**config.mk**
```make
export PLATFORM = sky130hd
export DESIGN_NAME = ram_march_bist
export DESIGN_NICKNAME = d
export VERILOG_FILES = /design/src/rtl/ram_march_bist.sv
export SDC_FILE = /design/constraint.sdc
export NUM_CORES = 1
export LEC_CHECK = 0
export CORE_MARGIN = 10
export CORE_UTILIZATION = 55
export DETAILED_ROUTE_END_ITERATION = 7
export DONT_BUFFER_PORTS = 1
export GPL_TIMING_DRIVEN = 0
export PLACE_DENSITY = 0.7
export SLEW_MARGIN = 40
export SYNTH_ARGS = -nofsm -noshare
export SYNTH_HDL_FRONTEND = slang
export SYNTH_SLANG_ARGS = --single-unit
export TNS_END_PERCENT = 5
```
**constraint.sdc**
```tcl
create_clock -name CLK -period 7.5 [get_ports CLK]
set_input_delay 1.125 -clock CLK [delete_from_list [all_inputs] [get_ports CLK]]
set_output_delay 1.125 -clock CLK [all_outputs]
set_load 0.02 [all_outputs]
```
**src/rtl/ram_march_bist.sv**
```systemverilog
// March C- BIST controller for a single-port RAM: drives WR/address/Din,
// checks Dout through an RD_LAT-deep compare pipeline and logs failures.
module ram_march_bist #(
  parameter int                 ADDR_W = 8,
  parameter int                 DATA_W = 32,
  parameter int                 RD_LAT = 1,
  parameter logic [DATA_W-1:0]  BG_PAT = '0
) (
  input  logic              CLK,
  input  logic              RST_N,
  input  logic              START,
  output logic              WR,
  output logic [ADDR_W-1:0] address,
  output logic [DATA_W-1:0] Din,
  input  logic [DATA_W-1:0] Dout,
  output logic              BUSY,
  output logic              DONE,
  output logic              FAIL,
  output logic [ADDR_W-1:0] FAIL_ADDR,
  output logic [DATA_W-1:0] FAIL_DATA,
  output logic [7:0]        ERR_COUNT,
  output logic [3:0]        state_dbg
);

  typedef enum logic [3:0] {
    IDLE, M0, M1_RD, M1_WR, M2_RD, M2_WR, M3, DRAIN, FIN
  } state_t;

  localparam logic [DATA_W-1:0] P0         = BG_PAT;
  localparam logic [DATA_W-1:0] P1         = ~BG_PAT;
  localparam logic [ADDR_W-1:0] AMAX       = '1;
  localparam logic [ADDR_W-1:0] AONE       = ADDR_W'(1);
  localparam logic [ADDR_W-1:0] DRAIN_LAST = ADDR_W'((RD_LAT > 0) ? RD_LAT - 1 : 0);

  state_t              state, nxt;
  logic [ADDR_W-1:0]   cnt, nxt_cnt, nxt_addr;
  logic                nxt_wr, nxt_rd, nxt_busy;
  logic [DATA_W-1:0]   nxt_din, nxt_exp;
  logic                rd_v, cmp_v;
  logic [ADDR_W-1:0]   rd_a, cmp_a;
  logic [DATA_W-1:0]   rd_e, cmp_e;

  assign state_dbg = state;

  // START is a bare one-cycle request: no ready, accepted only when IDLE.
  always_comb begin
    nxt     = state;
    nxt_cnt = cnt;
    case (state)
      IDLE:  begin nxt_cnt = '0; if (START) nxt = M0; end
      M0:    if (cnt == AMAX) begin nxt = M1_RD; nxt_cnt = '0; end
             else nxt_cnt = cnt + AONE;
      M1_RD: nxt = M1_WR;
      M1_WR: if (cnt == AMAX) begin nxt = M2_RD; nxt_cnt = AMAX; end
             else begin nxt = M1_RD; nxt_cnt = cnt + AONE; end
      M2_RD: nxt = M2_WR;
      M2_WR: if (cnt == '0) begin nxt = M3; nxt_cnt = AMAX; end
             else begin nxt = M2_RD; nxt_cnt = cnt - AONE; end
      M3:    if (cnt == '0) nxt = (RD_LAT == 0) ? FIN : DRAIN;
             else nxt_cnt = cnt - AONE;
      DRAIN: if (cnt == DRAIN_LAST) begin nxt = FIN; nxt_cnt = '0; end
             else nxt_cnt = cnt + AONE;
      FIN:   begin nxt = IDLE; nxt_cnt = '0; end
      default: begin nxt = IDLE; nxt_cnt = '0; end
    endcase
  end

  // Port values are registered from the next state so they line up with it.
  always_comb begin
    nxt_wr   = (nxt == M0) || (nxt == M1_WR) || (nxt == M2_WR);
    nxt_rd   = (nxt == M1_RD) || (nxt == M2_RD) || (nxt == M3);
    nxt_busy = (nxt != IDLE) && (nxt != FIN);
    nxt_addr = (nxt_wr || nxt_rd) ? nxt_cnt : '0;
    nxt_exp  = (nxt == M2_RD) ? P1 : P0;
    nxt_din  = '0;
    if (nxt == M0 || nxt == M2_WR) nxt_din = P0;
    if (nxt == M1_WR)              nxt_din = P1;
  end

  always_ff @(posedge CLK or negedge RST_N) begin
    if (!RST_N) begin
      state     <= IDLE;
      cnt       <= '0;
      WR        <= 1'b0;
      address   <= '0;
      Din       <= '0;
      BUSY      <= 1'b0;
      DONE      <= 1'b0;
      FAIL      <= 1'b0;
      FAIL_ADDR <= '0;
      FAIL_DATA <= '0;
      ERR_COUNT <= '0;
      rd_v      <= 1'b0;
      rd_a      <= '0;
      rd_e      <= '0;
    end else begin
      state   <= nxt;
      cnt     <= nxt_cnt;
      WR      <= nxt_wr;
      address <= nxt_addr;
      Din     <= nxt_din;
      BUSY    <= nxt_busy;
      rd_v    <= nxt_rd;
      rd_a    <= nxt_addr;
      rd_e    <= nxt_exp;
      if (nxt == FIN) DONE <= 1'b1;
      if (cmp_v && (Dout != cmp_e)) begin
        if (!FAIL) begin
          FAIL_ADDR <= cmp_a;
          FAIL_DATA <= Dout ^ cmp_e;
        end
        FAIL <= 1'b1;
        if (ERR_COUNT != 8'hFF) ERR_COUNT <= ERR_COUNT + 8'd1;
      end
      if (state == IDLE && START) begin
        DONE      <= 1'b0;
        FAIL      <= 1'b0;
        FAIL_ADDR <= '0;
        FAIL_DATA <= '0;
        ERR_COUNT <= '0;
      end
    end
  end

  generate
    if (RD_LAT == 0) begin : g_nopipe
      assign cmp_v = rd_v;
      assign cmp_a = rd_a;
      assign cmp_e = rd_e;
    end else begin : g_pipe
      logic [RD_LAT-1:0] pv;
      logic [ADDR_W-1:0] pa [RD_LAT];
      logic [DATA_W-1:0] pe [RD_LAT];
      always_ff @(posedge CLK or negedge RST_N) begin
        if (!RST_N) begin
          pv <= '0;
          for (int i = 0; i < RD_LAT; i++) begin
            pa[i] <= '0;
            pe[i] <= '0;
          end
        end else begin
          pv[0] <= rd_v;
          pa[0] <= rd_a;
          pe[0] <= rd_e;
          for (int i = 1; i < RD_LAT; i++) begin
            pv[i] <= pv[i-1];
            pa[i] <= pa[i-1];
            pe[i] <= pe[i-1];
          end
        end
      end
      assign cmp_v = pv[RD_LAT-1];
      assign cmp_a = pa[RD_LAT-1];
      assign cmp_e = pe[RD_LAT-1];
    end
  endgenerate

endmodule
```
Word-level counts from Yosys, hierarchy flattened
Index checks and enable logic that the tools add are counted.
{"block": "word_totals", "regBits": 178, "in_bits": 35, "output_inout_bits": 96, "wordCells": 85}
{"block": "op_classes", "add_sub_neg": 3, "n_eq_ne": 19, "n_mux": 29, "bitwise": 1, "reduce_logical": 17}
{"cell": "32-bit two-way mux", "count": 5}
{"cell": "8-bit two-way mux", "count": 12}
{"cell": "8-bit one-hot mux with 6 select lines", "count": 1}
{"cell": "32-bit != test", "count": 1}
{"cell": "4-bit one-hot mux with 8 select lines", "count": 1}
{"cell": "32-bit bitwise XOR", "count": 1}
{"cell": "4-bit by 3-bit equality test with 1-bit output, second input constant", "count": 7}
{"cell": "8-bit by 1-bit adder with 8-bit output, second input constant", "count": 2}
{"cell": "4-bit by 2-bit equality test with 1-bit output, second input constant", "count": 4}
{"cell": "4-bit two-way mux", "count": 4}
{"cell": "4-bit by 1-bit equality test with 1-bit output, second input constant", "count": 2}
{"cell": "8-bit equality test, second input constant", "count": 1}
{"cell": "8-bit zero test", "count": 1}
{"cell": "8-bit != test, second input constant", "count": 1}
{"cell": "8-bit by 1-bit subtractor with 8-bit output, second input constant", "count": 1}
{"cell": "2-bit nonzero test", "count": 3}
{"cell": "1-bit logical OR", "count": 5}
{"cell": "4-bit equality test, second input constant", "count": 1}
{"cell": "4-bit zero test", "count": 1}
{"cell": "1-bit two-way mux", "count": 4}
{"cell": "4-bit != test, second input constant", "count": 1}
{"cell": "2-bit AND reduction", "count": 2}
{"cell": "4-bit nonzero test", "count": 1}
{"cell": "1-bit logical AND", "count": 3}
{"cell": "other kinds (4)", "count": 4}

Longest topological paths before layout
{"block": "logic_depth", "ltp_word": 8, "ltp_mapped": 11, "mapped_depth_nobuf": 10}

Worst setup path after synthesis
OpenSTA, ideal clock, no wires.
{"block": "synth_timing", "path_kind": "input port to flip-flop", "start": "input Dout[29]", "end": "register FAIL_DATA[10]", "arrival_time_ns": 2.784, "path_slack_ns": 4.595, "path_stages": 8, "n_path_buf": 2, "path_cell_list": "or4_1 mux2i_1 nand4_1 or2_1 and4_1 clkbuf_1 buf_2 a22o_1"}
{"block": "synth_via", "elab_chain_len": 4}
{"element": "start, declared", "line_no": "15", "text": "input logic [DATA_W-1:0] Dout,"}
{"element": "32-bit != test", "line_no": "107", "text": "if (cmp_v && (Dout != cmp_e)) begin"}
{"element": "1-bit logical AND", "line_no": "107"}
{"element": "2-bit nonzero test (no source line)"}
{"element": "2-bit AND reduction (no source line)"}
{"element": "end signal, assigned", "line_no": "110", "text": "FAIL_DATA <= Dout ^ cmp_e;"}
{"element": "end, declared", "line_no": "20", "text": "output logic [DATA_W-1:0] FAIL_DATA,"}
No other way between the ends.
A chain may end at the register's enable or synchronous reset.

Worst setup path after layout
{"block": "layout_timing", "start": "input Dout[17]", "end": "register FAIL_DATA[10]"}
The elaborated chain is that of the path after synthesis.

==> results.json <==
{
  "min_from": "rd_v",
  "grt_usage": 0.191,
  "fillCellCount": 651,
  "fmax_ghz": 0.345,
  "clock-sinks": 85,
  "slew_headroom": 0.555,
  "post_drt_wl_per_cell_um": 21.8,
  "p_leak_nw": 2.25,
  "antenna_cells": 0,
  "preCtsSetupSlack_ps": 4290,
  "post_dp_cell_area_um2": 4600,
  "wl_mm": 11.8,
  "drc": 0,
  "dr_total_vias": 3366,
  "yosysSeqAreaShare": 0.477,
  "worst_slew_pin_slew_ps": 667,
  "switching_share": 0.235,
  "power_mw": 0.819,
  "hold_buffers": 0,
  "synth_fp_nets": 465,
  "ir_worst_vdd_uv": 142,
  "finalSetupViolations": 0,
  "drv_slew": 0,
  "drive_above_1_share": 0.170,
  "hold_path_depth": 0,
  "cp-start-kind": "input pin",
  "finalClockSkew_ps": 12.8,
  "synth-edff-count": 0,
  "hpwl_mm": 8.90,
  "pwr-share-seq": 0.559,
  "netlist_area_um2": 4460,
  "die_w_um": 110,
  "ff2ff_path_depth": 9,
  "synthArstFlopShare": 1.00,
  "internal_power_mw": 0.626,
  "rsz0062_at_grt": "false",
  "fin_ws_ps": 4600,
  "first_global_vias": 3212,
  "ys_ff_latch": 85,
  "end_kind": "flip-flop",
  "fin_crit_sh": 0.386,
  "final_common_cell": "dfrtp_1",
  "cp_max_fo": 10,
  "clk_pin_slew_ps": 100,
  "finalNetCount": 476,
  "regToRegEndpoint": "rd_a[6]",
  "maxCapViolCount": 0,
  "status": "finished clean",
  "final_antenna_net_count": 0,
  "path_class": "in2reg",
  "pwr-share-clk": 0.430,
  "die-area_um2": 12100,
  "cts_setup_buffers": 0,
  "setup_tns_ps": 0,
  "hold_class": "reg2reg",
  "syn_inst": 424,
  "min_period_ps": 2900,
  "htreeDepth": 3,
  "cts-root-buf": "clkbuf_8",
  "yosysWarnings": 0,
  "clkLatencyLatePin_ps": 350,
  "layout_common_cells": "84 x dfrtp_1, 40 x a22o_1, 35 x xor2_1",
  "routed_via_density": 6.21,
  "combPwrFrac": 0.011,
  "hold_violations": 0,
  "port_buffers": 0,
  "gp_congestion": 0.871,
  "r2r-start": "cnt[0]",
  "grt-ovfl-total": 0,
  "grt_max_degree": 86,
  "worstPathArrival_ps": 3180,
  "hold_path_end": "cmp_v",
  "avgSynthCellArea_um2": 10.5,
  "floorplan.initialDensity": 0.571,
  "cts_tree": "built",
  "cts_max_path_buffers": 2,
  "syn_to_final_growth_pct": 8.02,
  "seqCellArea_um2": 2130,
  "core_um2": 7810,
  "post_cts_resized": 0,
  "grt_pass1_wl_mm": 18.1,
  "rows": 32,
  "ys.flop_type": "dfrtp_1",
  "antenna_found_initial": 0,
  "cellPowerDensity_nw_per_um2": 170,
  "multi_input_area_um2": 1960,
  "crit_required_ps": 7790,
  "numCtsBuffers": 9,
  "io_pins": 131,
  "design_area_um2": 4820,
  "drt_iter0_markers": 336,
  "firstDrtPassIters": 8,
  "p_switching_mw": 0.193,
  "ys_types": 61,
  "r2r_setup_slack_ps": 4640,
  "die_y_um": 110
}
==> layer usage <==
layer / track usage / routed length, um / share of wire
met3: 0.0772 / 1590 / 0.13
met1: 0.231 / 4660 / 0.39
met4: 0.0493 / 161 / 0.014
met5: 0 / 0 / 0
met2: 0.309 / 5390 / 0.46
==> worst max-delay path, cell delays in order <==
cell and delay (ps):
or4_1 490, mux2i_1 160, nand4_1 220, or2_1 300, a31oi_1 380, buf_2 320, a22o_1 180
==> cells in the mapped netlist, types with 2 or more instances <==
| cell type | instances | area (um^2) |
|---|---|---|
| nand2_1 | 20 | 75.1 |
| clkbuf_1 | 11 | 41.3 |
| ha_1 | 6 | 75.1 |
| or4_1 | 9 | 67.6 |
| o221ai_1 | 3 | 26.3 |
| o21a_1 | 2 | 15.0 |
| and4_1 | 2 | 17.5 |
| xor2_1 | 35 | 307 |
| a311oi_1 | 2 | 17.5 |
| nor2_1 | 17 | 63.8 |
| buf_4 | 31 | 233 |
| o21ai_0 | 17 | 85.1 |
| dfrtp_1 | 85 | 2130 |
| or2_1 | 2 | 12.5 |
| o22ai_1 | 2 | 12.5 |
| mux2i_1 | 8 | 80.1 |
| nor3_1 | 3 | 15.0 |
| nand2b_1 | 4 | 25.0 |
| nand4_1 | 13 | 81.3 |
| nand3b_1 | 3 | 22.5 |
| buf_2 | 15 | 75.1 |
| a21oi_1 | 13 | 65.1 |
| and3_1 | 5 | 31.3 |
| a31oi_1 | 5 | 31.3 |
| inv_1 | 7 | 26.3 |
| a22o_1 | 40 | 350 |
| o211ai_1 | 4 | 30.0 |
| and2_1 | 6 | 37.5 |
| nand3_1 | 16 | 80.1 |
| or3_1 | 6 | 37.5 |
| or2_2 | 2 | 12.5 |
==> final cells by class <==
cell class,instances,area share
Sequential cell,85,0.442
Multi-Input combinational cell,273,0.406
Buffer,58,0.0748
Tap cell,102,0.0265
Clock buffer,9,0.0257
Clock inverter,7,0.0192
Inverter,8,0.00623
==> through the flow <==
| stage | utilization | std cells | hold WS (ps) |
|---|---|---|---|
| final | 0.617 | 542 | 369 |
| after global routing | 0.617 | 542 | 389 |
| after CTS | 0.616 | 542 | 369 |
| after detailed placement | 0.589 | 526 | 350 |
| after global placement | 0.588 | 526 | 340 |
| after floorplan | - | 424 | 331 |
==> power by group through the flow <==
stage               logic [mW]  clock network, mW  registers [mW]
CTS                    0.00881              0.358           0.458
finish                 0.00898              0.352           0.458
global placement       0.00839                  0           0.467
detailed placement     0.00876                  0           0.467
floorplan              0.00785                  0           0.467
global route           0.00982              0.378           0.458
==> sequential cells by signal, indices dropped and copies added (netlist names) <==
register and count:
cmp_a 8, DONE 1, rd_v 1, BUSY 1
rd_e 1, WR 1, cnt 8, FAIL_ADDR 8
Din 1, cmp_e 1, FAIL_DATA 32, cmp_v 1
FAIL 1, state_dbg 4, ERR_COUNT 8, rd_a 8
==> logic make-up (layout without fill, tap and decap cells) <==
logic type | Yosys count | in the layout | synth area share
compound gates | 105 | 105 | 0.180
xor+xnor | 36 | 36 | 0.0707
flops | 85 | 85 | 0.477
simple gates | 118 | 118 | 0.150
fa+ha+maj | 6 | 6 | 0.0168
buf+inv | 66 | 82 | 0.0875
mux | 8 | 8 | 0.0180
==> how the worst max path moves through the flow <==
stage / startpoint / end / cells after the start
floorplan: Dout[29] / FAIL_DATA[10] / 8
global placement: Dout[17] / FAIL_DATA[13] / 7
detailed placement: Dout[24] / FAIL_DATA[6] / 7
CTS: cnt[0] / rd_a[6] / 9
global route: Dout[24] / FAIL_DATA[28] / 7
finish: Dout[17] / FAIL_DATA[10] / 7
(Power assumes the default switching activity.)
